<file path="src/rtl/stream_mux_pkg.sv">
// Shared types and helpers for the round-robin stream multiplexer.
//   mux_state_t : arbitration FSM state (idle / locked to one channel)
//   rr_next     : successor of a channel index with wrap from n-1 to 0
package stream_mux_pkg;

    typedef enum logic {
        ST_IDLE,
        ST_LOCKED
    } mux_state_t;

    function automatic int rr_next(input int ptr, input int n);
        return (ptr == n - 1) ? 0 : ptr + 1;
    endfunction

endpackage

</file>
<file path="src/rtl/rr_arbiter.sv">
// Combinational N-way arbiter.
//   req       : request vector, one bit per channel
//   ptr       : round-robin start index (ignored when FIXED_PRIO = 1)
//   grant     : one-hot grant, zero when nothing requests
//   grant_idx : binary index of the granted channel
//   any_grant : at least one request was granted
module rr_arbiter #(
    parameter int N          = 4,
    parameter int FIXED_PRIO = 0,
    parameter int SELW       = $clog2(N)
) (
    input  logic [N-1:0]    req,
    input  logic [SELW-1:0] ptr,
    output logic [N-1:0]    grant,
    output logic [SELW-1:0] grant_idx,
    output logic            any_grant
);

    int idx;

    // Walk the channels starting at ptr (or 0 for fixed priority); the
    // first requester found wins. Non-power-of-two N wraps explicitly.
    always_comb begin
        grant     = '0;
        grant_idx = '0;
        any_grant = 1'b0;
        idx       = 0;
        for (int k = 0; k < N; k++) begin
            if (FIXED_PRIO != 0) begin
                idx = k;
            end else begin
                idx = int'(ptr) + k;
                if (idx >= N) begin
                    idx = idx - N;
                end
            end
            if (!any_grant && req[idx]) begin
                grant[idx] = 1'b1;
                grant_idx  = SELW'(idx);
                any_grant  = 1'b1;
            end
        end
    end

endmodule

</file>
<file path="src/rtl/stream_mux_rr.sv">
// N-to-1 stream multiplexer with registered output and packet-aware
// arbitration. Multi-beat packets hold the grant until their LAST beat.
//   clk, rst_n : clock, asynchronous active-low reset
//   in_data    : N packed channels, channel i at [i*WIDTH +: WIDTH]
//   in_valid   : per-channel beat valid
//   in_last    : per-channel end-of-packet, qualified by in_valid
//   in_ready   : per-channel accept, one-hot or zero
//   out_data   : registered data of the held beat
//   out_valid  : output beat valid
//   out_last   : registered LAST of the held beat
//   out_sel    : channel that supplied the held beat
//   out_ready  : downstream accept
//
// state     | meaning
// ----------+-------------------------------------------------------
// ST_IDLE   | no packet in flight; arbiter picks among valid channels
// ST_LOCKED | mid-packet; grant pinned to lock_ch until its LAST beat
module stream_mux_rr
    import stream_mux_pkg::*;
#(
    parameter int WIDTH      = 32,
    parameter int N          = 4,
    parameter int FIXED_PRIO = 0,
    parameter int SELW       = $clog2(N)
) (
    input  logic               clk,
    input  logic               rst_n,
    input  logic [N*WIDTH-1:0] in_data,
    input  logic [N-1:0]       in_valid,
    input  logic [N-1:0]       in_last,
    output logic [N-1:0]       in_ready,
    output logic [WIDTH-1:0]   out_data,
    output logic               out_valid,
    output logic               out_last,
    output logic [SELW-1:0]    out_sel,
    input  logic               out_ready
);

    mux_state_t       state, state_nxt;
    logic [SELW-1:0]  lock_ch, lock_ch_nxt;
    logic [SELW-1:0]  ptr, ptr_nxt;

    logic [N-1:0]     arb_grant;
    logic [SELW-1:0]  arb_idx;
    logic             arb_any;

    logic             load_ok;
    logic             grant_vld;
    logic [SELW-1:0]  grant_ch;
    logic             accept;
    logic [WIDTH-1:0] sel_data;
    logic             sel_last;

    rr_arbiter #(
        .N          (N),
        .FIXED_PRIO (FIXED_PRIO),
        .SELW       (SELW)
    ) u_arb (
        .req       (in_valid),
        .ptr       (ptr),
        .grant     (arb_grant),
        .grant_idx (arb_idx),
        .any_grant (arb_any)
    );

    assign load_ok = !out_valid || out_ready;

    // Grant source depends only on state, so a locked channel dropping
    // valid leaves a bubble rather than letting another channel in.
    always_comb begin
        grant_vld = 1'b0;
        grant_ch  = '0;
        in_ready  = '0;
        case (state)
            ST_IDLE: begin
                grant_vld = arb_any;
                grant_ch  = arb_idx;
                if (load_ok && rst_n) begin
                    in_ready = arb_grant;
                end
            end
            ST_LOCKED: begin
                grant_vld = 1'b1;
                grant_ch  = lock_ch;
                for (int i = 0; i < N; i++) begin
                    if (lock_ch == SELW'(i)) begin
                        in_ready[i] = load_ok && rst_n;
                    end
                end
            end
            default: begin
                grant_vld = 1'b0;
            end
        endcase
    end

    assign accept = |(in_valid & in_ready);

    always_comb begin
        sel_data = '0;
        sel_last = 1'b0;
        for (int i = 0; i < N; i++) begin
            if (grant_ch == SELW'(i)) begin
                sel_data = in_data[i*WIDTH +: WIDTH];
                sel_last = in_last[i];
            end
        end
    end

    always_comb begin
        state_nxt   = state;
        lock_ch_nxt = lock_ch;
        ptr_nxt     = ptr;
        if (accept && grant_vld) begin
            if (sel_last) begin
                state_nxt = ST_IDLE;
                ptr_nxt   = SELW'(rr_next(int'(grant_ch), N));
            end else begin
                state_nxt   = ST_LOCKED;
                lock_ch_nxt = grant_ch;
            end
        end
    end

    always_ff @(posedge clk or negedge rst_n) begin
        if (!rst_n) begin
            state   <= ST_IDLE;
            lock_ch <= '0;
            ptr     <= '0;
        end else begin
            state   <= state_nxt;
            lock_ch <= lock_ch_nxt;
            ptr     <= ptr_nxt;
        end
    end

    // Loading on accept also covers the case where the held beat leaves
    // in the same cycle, which is what keeps throughput at one per cycle.
    always_ff @(posedge clk or negedge rst_n) begin
        if (!rst_n) begin
            out_data  <= '0;
            out_valid <= 1'b0;
            out_last  <= 1'b0;
            out_sel   <= '0;
        end else if (accept) begin
            out_data  <= sel_data;
            out_valid <= 1'b1;
            out_last  <= sel_last;
            out_sel   <= grant_ch;
        end else if (out_ready) begin
            out_valid <= 1'b0;
        end
    end

endmodule

</file>
<file path="config.mk">
export PLATFORM = sky130hd
export DESIGN_NAME = stream_mux_rr
export DESIGN_NICKNAME = d
export VERILOG_FILES = /design/src/rtl/stream_mux_pkg.sv /design/src/rtl/rr_arbiter.sv /design/src/rtl/stream_mux_rr.sv
export SDC_FILE = /design/constraint.sdc
export NUM_CORES = 1
export LEC_CHECK = 0
export CAP_MARGIN = 20
export CELL_PAD_IN_SITES_DETAIL_PLACEMENT = 2
export CELL_PAD_IN_SITES_GLOBAL_PLACEMENT = 2
export CORE_ASPECT_RATIO = 0.6
export CORE_MARGIN = 1.5
export CORE_UTILIZATION = 23
export CTS_BUF_LIST = sky130_fd_sc_hd__clkbuf_8
export CTS_CLUSTER_DIAMETER = 50
export DETAILED_ROUTE_END_ITERATION = 12
export PLACE_DENSITY = 0.95
export REMOVE_ABC_BUFFERS = 1
export SLEW_MARGIN = 20
export SYNTH_ARGS = -nofsm -noshare
export SYNTH_HDL_FRONTEND = slang
export SYNTH_SLANG_ARGS = --single-unit
export TNS_END_PERCENT = 10
</file>
<file path="constraint.sdc">
create_clock -name clk -period 6.4 [get_ports clk]
set_input_delay 1.28 -clock clk [delete_from_list [all_inputs] [get_ports clk]]
set_output_delay 1.28 -clock clk [all_outputs]
set_load 0.005 [all_outputs]
</file>
* Word level (Yosys, flattened, before mapping)
Cells that the tools add are included.
** Word-level totals
- Bits in registers :: 41
- Output and inout bits :: 40
** Operators by class
- Add/sub/neg operators :: 8
- $lt $le $gt $ge :: 12
- Equal/unequal tests :: 7
- Multiplexer cells :: 56
- Bitwise operators :: 6
- Reduce and logical (&&, ||, !) cells :: 20
** Operators by type and width (count)
- 32-bit two-way mux :: 8
- 32-bit by 1-bit greater-or-equal comparator with 1-bit output (second input constant) :: 4
- 32-bit by 4-bit < comparator with 1-bit output (second input constant) :: 4
- 32-bit by 4-bit greater-or-equal comparator with 1-bit output (second input constant) :: 3
- 32-bit by 4-bit subtractor with 32-bit output (second input constant) :: 3
- 1-bit two-way mux :: 27
- 4-bit two-way mux :: 5
- 4-bit OR :: 3
- 2-bit two-way mux :: 5
- 1-bit logical AND :: 9
- 1-bit binary-select mux with 2-bit select :: 4
- 1-bit demux with 2-bit select :: 4
- 2-bit == test (second input constant) :: 4
- 4-bit case mux with 2 select lines :: 1
- 2-bit by 2-bit adder with 3-bit output (second input constant) :: 2
- 2-bit by 1-bit == test with 1-bit output (second input constant) :: 3
- 4-bit AND :: 1
- 1-bit logical NOT :: 4
- 2-bit logical NOT :: 2
- 2-bit case mux with 2 select lines :: 1
- 2-bit AND reduction :: 2
- 4-bit OR reduction :: 1
- 2-bit by 3-bit subtractor with 4-bit output (second input constant) :: 1
- 2-bit by 1-bit adder with 3-bit output (second input constant) :: 1
- 6 further kinds :: 7

* Longest topological paths before layout
- Depth in word-level cells :: 23
- Mapped depth :: 17
- Depth with buffers taken out :: 14

* Cells and area by module
From an unflattened synthesis, not the netlist that was laid out.
** Unflattened totals
- Cell total of the unflattened synthesis :: 331
- Area total of the unflattened synthesis :: 3379.5 um^2
** By module, submodules not included
- stream_mux_rr :: times used 1, cells each 283, area each 2920.3 um^2
- rr_arbiter :: times used 1, cells each 48, area each 459.2 um^2

* Worst setup path after synthesis
Ideal clock, no wire load.
- Path kind :: in2reg
- From :: input in_valid[1]
- To :: register ptr[0]
- Library setup time :: 0.125 ns
- Arrival :: 4.509 ns
- Required time :: 6.275 ns
- Setup slack :: 1.767 ns
- Stages on the path :: 14
- Path buffers :: 3
- Cell sequence :: buf_2 -> or3b_1 -> a2111oi_1 -> a2111oi_0 -> o31ai_1 -> ha_1 -> clkbuf_1 -> nor2b_1 -> clkbuf_1 -> a221oi_1 -> nor3_1 -> a21o_1 -> o41ai_1 -> mux2_2
** Between the ends
- Word-level cells in the longest chain between the ends :: 20
- Elaborated cells on any way between the ends :: 52
- Those cells by class :: add/sub (1); eq/ne (4); mux (33); bitwise (4); reduce/logical (10)
** Ends and longest elaborated chain
- from (decl) :: line stream_mux_rr.sv:29 : input logic [N-1:0] in_valid,
- 1-bit binary-select mux with 2-bit select :: line rr_arbiter.sv:37 : if (!any_grant && req[idx]) begin
- 1-bit two-way mux (implied by the code) (2 in series) :: line rr_arbiter.sv:37
- 1-bit two-way mux :: line rr_arbiter.sv:37
- 1-bit logical NOT :: line rr_arbiter.sv:37
- 1-bit logical AND :: line rr_arbiter.sv:37
- 1-bit two-way mux :: line rr_arbiter.sv:37
- 1-bit logical NOT :: line rr_arbiter.sv:37
- 1-bit logical AND :: line rr_arbiter.sv:37
- 1-bit two-way mux :: line rr_arbiter.sv:37
- 1-bit logical NOT :: line rr_arbiter.sv:37
- 1-bit logical AND :: line rr_arbiter.sv:37
- 2-bit two-way mux * :: line rr_arbiter.sv:37
- 2-bit case mux with 2 select lines * :: line stream_mux_rr.sv:74 : case (state)
- net grant_ch[0] :: line stream_mux_rr.sv:49 : logic [SELW-1:0] grant_ch;
- 2-bit logical NOT :: line stream_mux_rr.sv:103 : if (grant_ch == SELW'(i)) begin
- 1-bit two-way mux (4 in series) :: line stream_mux_rr.sv:103
- 2-bit AND reduction (no source line)
- to (signal assigned) :: line stream_mux_rr.sv:133 : ptr <= ptr_nxt;
- to (decl) :: line stream_mux_rr.sv:41 : logic [SELW-1:0] ptr, ptr_nxt;
The timed path passes the listed nets; every way through them passes the cells marked *. The select of a mux whose other input is x is not followed.
A chain may end at the register's enable or synchronous reset.

* Final worst setup path
- From :: input in_valid[1]
- To :: register out_data[1]
** Between the ends
- Word-level cells in the longest chain between the ends :: 19
- Elaborated cells on any way between the ends :: 45
- Those cells by class :: eq/ne (3); mux (30); bitwise (4); reduce/logical (8)
** Ends and longest elaborated chain
- 1-bit binary-select mux with 2-bit select :: line rr_arbiter.sv:37
- 1-bit two-way mux (implied by the code) (2 in series) :: line rr_arbiter.sv:37
- 1-bit two-way mux :: line rr_arbiter.sv:37
- 1-bit logical NOT :: line rr_arbiter.sv:37
- 1-bit logical AND :: line rr_arbiter.sv:37
- 1-bit two-way mux :: line rr_arbiter.sv:37
- 1-bit logical NOT :: line rr_arbiter.sv:37
- 1-bit logical AND :: line rr_arbiter.sv:37
- 1-bit two-way mux :: line rr_arbiter.sv:37
- 1-bit logical NOT :: line rr_arbiter.sv:37
- 1-bit logical AND :: line rr_arbiter.sv:37
- 2-bit two-way mux * :: line rr_arbiter.sv:37
- 2-bit case mux with 2 select lines * :: line stream_mux_rr.sv:74
- net grant_ch[0] :: line stream_mux_rr.sv:49
- 2-bit logical NOT :: line stream_mux_rr.sv:103
- 32-bit two-way mux (3 in series) :: line stream_mux_rr.sv:103
- 32-bit two-way mux * :: line stream_mux_rr.sv:103
- to (signal assigned) :: line stream_mux_rr.sv:146 : out_data <= sel_data;
- to (decl) :: line stream_mux_rr.sv:32 : output logic [WIDTH-1:0] out_data,
Marked as above.

==> reports/summary.txt <==
Outcome = finished clean
Netlist cell types = 40
Initial antenna violation count = 0
Post-Place Setup Slack = 0.544 ns
Die Ht = 95.1 um
Post-Route WL = 14.0 mm
Clk buf depth = 2
Antenna Nets Post-Route = 0
Post_cts resized = 0
Synthesized area = 0.00325 mm2
Clk sinks = 41
Initial DRT Pass Iterations = 4
Fin crit share = 86.9%
Post-synth EDFFs = 0
CTS tree = yes
Area Growth Syn to Fin = 61.9%
Post-synth top area cell = dfrtp_1
Fin Setup TNS = 0 ns
Global-route wire length before repair = 21.8 mm
Utilization after layout = 38.4%
Root Buffer = clkbuf_8
Worst Path Max Fanout = 31
Mapped Cells = 371
Worst Setup Path Type = primary input to flop
Top-area cell type share of the netlist area = 31.6%
Cts hold-fix bufs = 0
Routability Congestion = 0.890
Min Tclk post-route = 5.56 ns
Vias in the first global route = 3,914
Leakage power = 2.10 nW
WP data arrival = 5.74 ns
Fin. max-slew vios = 0
Setup bufs post-CTS = 0
Vias per inst = 4.92
Max-slew headroom = 37.4%
TritonCTS buffer count = 5
Register area share after synthesis = 31.6%
Clk Latency, worst-skew pair = 0.30 ns
Critical path data required time = 6.58 ns
WL per Instance = 19.3 um
Asr flop ratio synth = 100%
ANT cells = 0
HPWL after detailed placement = 11.3 mm
Largest net degree at the start of global routing = 42
Startpoint Class = primary input
Hold Vio Cnt, Final = 0
Die W = 157 um
Total global routing track utilization = 19.1%
DRC viols = 0
VDD IR-drop max = 0.180 mV
Die ar. = 0.0149 mm2
Ys flop type = dfrtp_1
Max-cap viol count = 0
Setup Viol. Count Final = 0
DR vias = 3,565
Yosys warning count = 0
Setup Skew = 0.00829 ns
DRT iter0 DRCs = 135
Min-Delay Path Class = flop to flop
Fraction of layout cells with a size suffix above 1 = 11.8%
Worst Tran Pin Value = 0.939 ns
Initial Utilization = 23.7%
Port Buf Inserts = 178
FMAX = 180 MHz
RSZ-0062 raised after global routing = false
Final layout net count = 678
I/O pin total = 179
H-tree Lvls = 2
Clock transition at path regs = 0.09 ns
Seq cells post-synth = 41
PwrDens = 522 mW/mm2
FP Rows = 33
Final worst slack = 0.840 ns
Fillers = 1,520
Standard cell core area = 0.0137 mm2
Crit end category = flop
Synth area leaders = dfrtp_1 32%, mux2_4 12%, a22oi_1 7.2%
Avg Synthesized Cell Area = 8.77 um2
GRT overflow = 0
[kinds of logic after synthesis]
kind of cell / after synthesis / synth area share, %
compound gates: 133 / 25.5
simple gates: 103 / 14.0
flops: 41 / 31.6
buf+inv: 41 / 6.58
mux: 45 / 19.2
fa+ha+maj: 8 / 3.08
[final timing paths]
path                                         startpoint  depth (start not counted)                  endpoint  slack (ns)
worst max-delay path                        in_valid[1]                         14   out_data[1]$_DFFE_PN0P_        0.84
worst min-delay path            out_data[9]$_DFFE_PN0P_                          1   out_data[9]$_DFFE_PN0P_        0.52
worst max register to register       ptr[0]$_DFFE_PN0P_                         15   out_data[1]$_DFFE_PN0P_        1.43
worst min register to register  out_data[9]$_DFFE_PN0P_                          1   out_data[9]$_DFFE_PN0P_        0.52
max in group asynchronous                         rst_n                          2  out_data[31]$_DFFE_PN0P_        4.92
min in group asynchronous                         rst_n                          2    out_sel[1]$_DFFE_PN0P_        1.08
[stage by stage]
step	hold slack, ns	instances	instance area, um2	power (W)
after global placement	0.490	716	5150	0.00241
after floorplan	0.488	339	3070	0.00176
after global routing	0.538	724	5270	0.00300
after CTS	0.521	724	5270	0.00280
final	0.517	724	5270	0.00275
after detailed placement	0.494	716	5150	0.00257
[worst max-delay path, cell delays in order]
cell	delay, ns
clkdlybuf4s50_1	0.72
or3b_1	0.40
a2111oi_1	0.70
a2111oi_0	0.19
o31ai_1	0.75
inv_1	0.16
ha_1	0.25
nor2b_2	0.16
buf_4	0.26
a22oi_1	0.20
nor2_1	0.06
a21oi_1	0.18
o21ai_0	0.12
mux2_4	0.27
[cells in the mapped netlist, types with 3 or more instances]
library cell / count
nand2_1: 42
dfrtp_1: 41
o21ai_0: 37
a21oi_1: 35
nor2_1: 35
a22oi_1: 31
mux2_4: 27
clkbuf_1: 21
a31oi_1: 12
mux2_2: 12
inv_1: 9
ha_1: 8
nor2b_1: 7
and2_1: 6
a211oi_1: 4
buf_2: 4
mux2i_1: 4
buf_6: 3
nand3_1: 3
nand3b_1: 3
[sequential cells by signal (all words and copies together), names as in the netlist]
name       count
out_sel        2
out_last       1
ptr            2
lock_ch        2
state          1
out_data      32
out_valid      1
[per-layer routing]
layer	share of wire [%]	wire, um	global-route usage [%]
met5	0	0	0
met4	0.94	131	3.10
met3	7.7	1090	5.68
met2	48	6690	34.4
met1	44	6100	23.0
[power breakdown]
group | internal, W | switching [W] | total, W
Sequential | 0.000386 | 0.000102 | 0.000488
Clock | 0.000126 | 0.0000958 | 0.000222
Combinational | 0.000988 | 0.00105 | 0.00204
Total | 0.00150 | 0.00125 | 0.00275
[layout make-up]
cell class | count | area [um2] | area share [%]
Timing Repair Buffer | 185 | 1830 | 34.7
Tap cell | 192 | 240 | 4.56
Inverter | 9 | 33.8 | 0.641
Clock inverter | 2 | 33.8 | 0.641
Multi-Input combinational cell | 289 | 2020 | 38.4
Clock buffer | 6 | 82.6 | 1.57
Sequential cell | 41 | 1030 | 19.5
[layout by cell type (no fill, tap or decap), types with 2 or more instances in the layout]
cell type | Yosys | final
ha_2 | 0 | 2
clkdlybuf4s50_1 | 0 | 177
dfrtp_1 | 41 | 41
a22oi_1 | 31 | 31
mux2i_1 | 4 | 4
nor2b_1 | 7 | 6
and2_1 | 6 | 6
mux2_2 | 12 | 12
clkbuf_8 | 0 | 6
o41ai_1 | 2 | 2
nand2b_1 | 2 | 2
or3b_1 | 2 | 2
o31ai_1 | 2 | 2
o21ai_0 | 37 | 37
buf_4 | 0 | 7
a31oi_1 | 12 | 12
inv_1 | 9 | 10
ha_1 | 8 | 6
a21oi_1 | 35 | 35
nand3b_1 | 3 | 3
nand2_1 | 42 | 42
mux2_4 | 27 | 27
nand3_1 | 3 | 3
a211oi_1 | 4 | 4
mux4_2 | 2 | 2
nor2_1 | 35 | 35
Note: power is estimated with default switching activity, not from simulation.
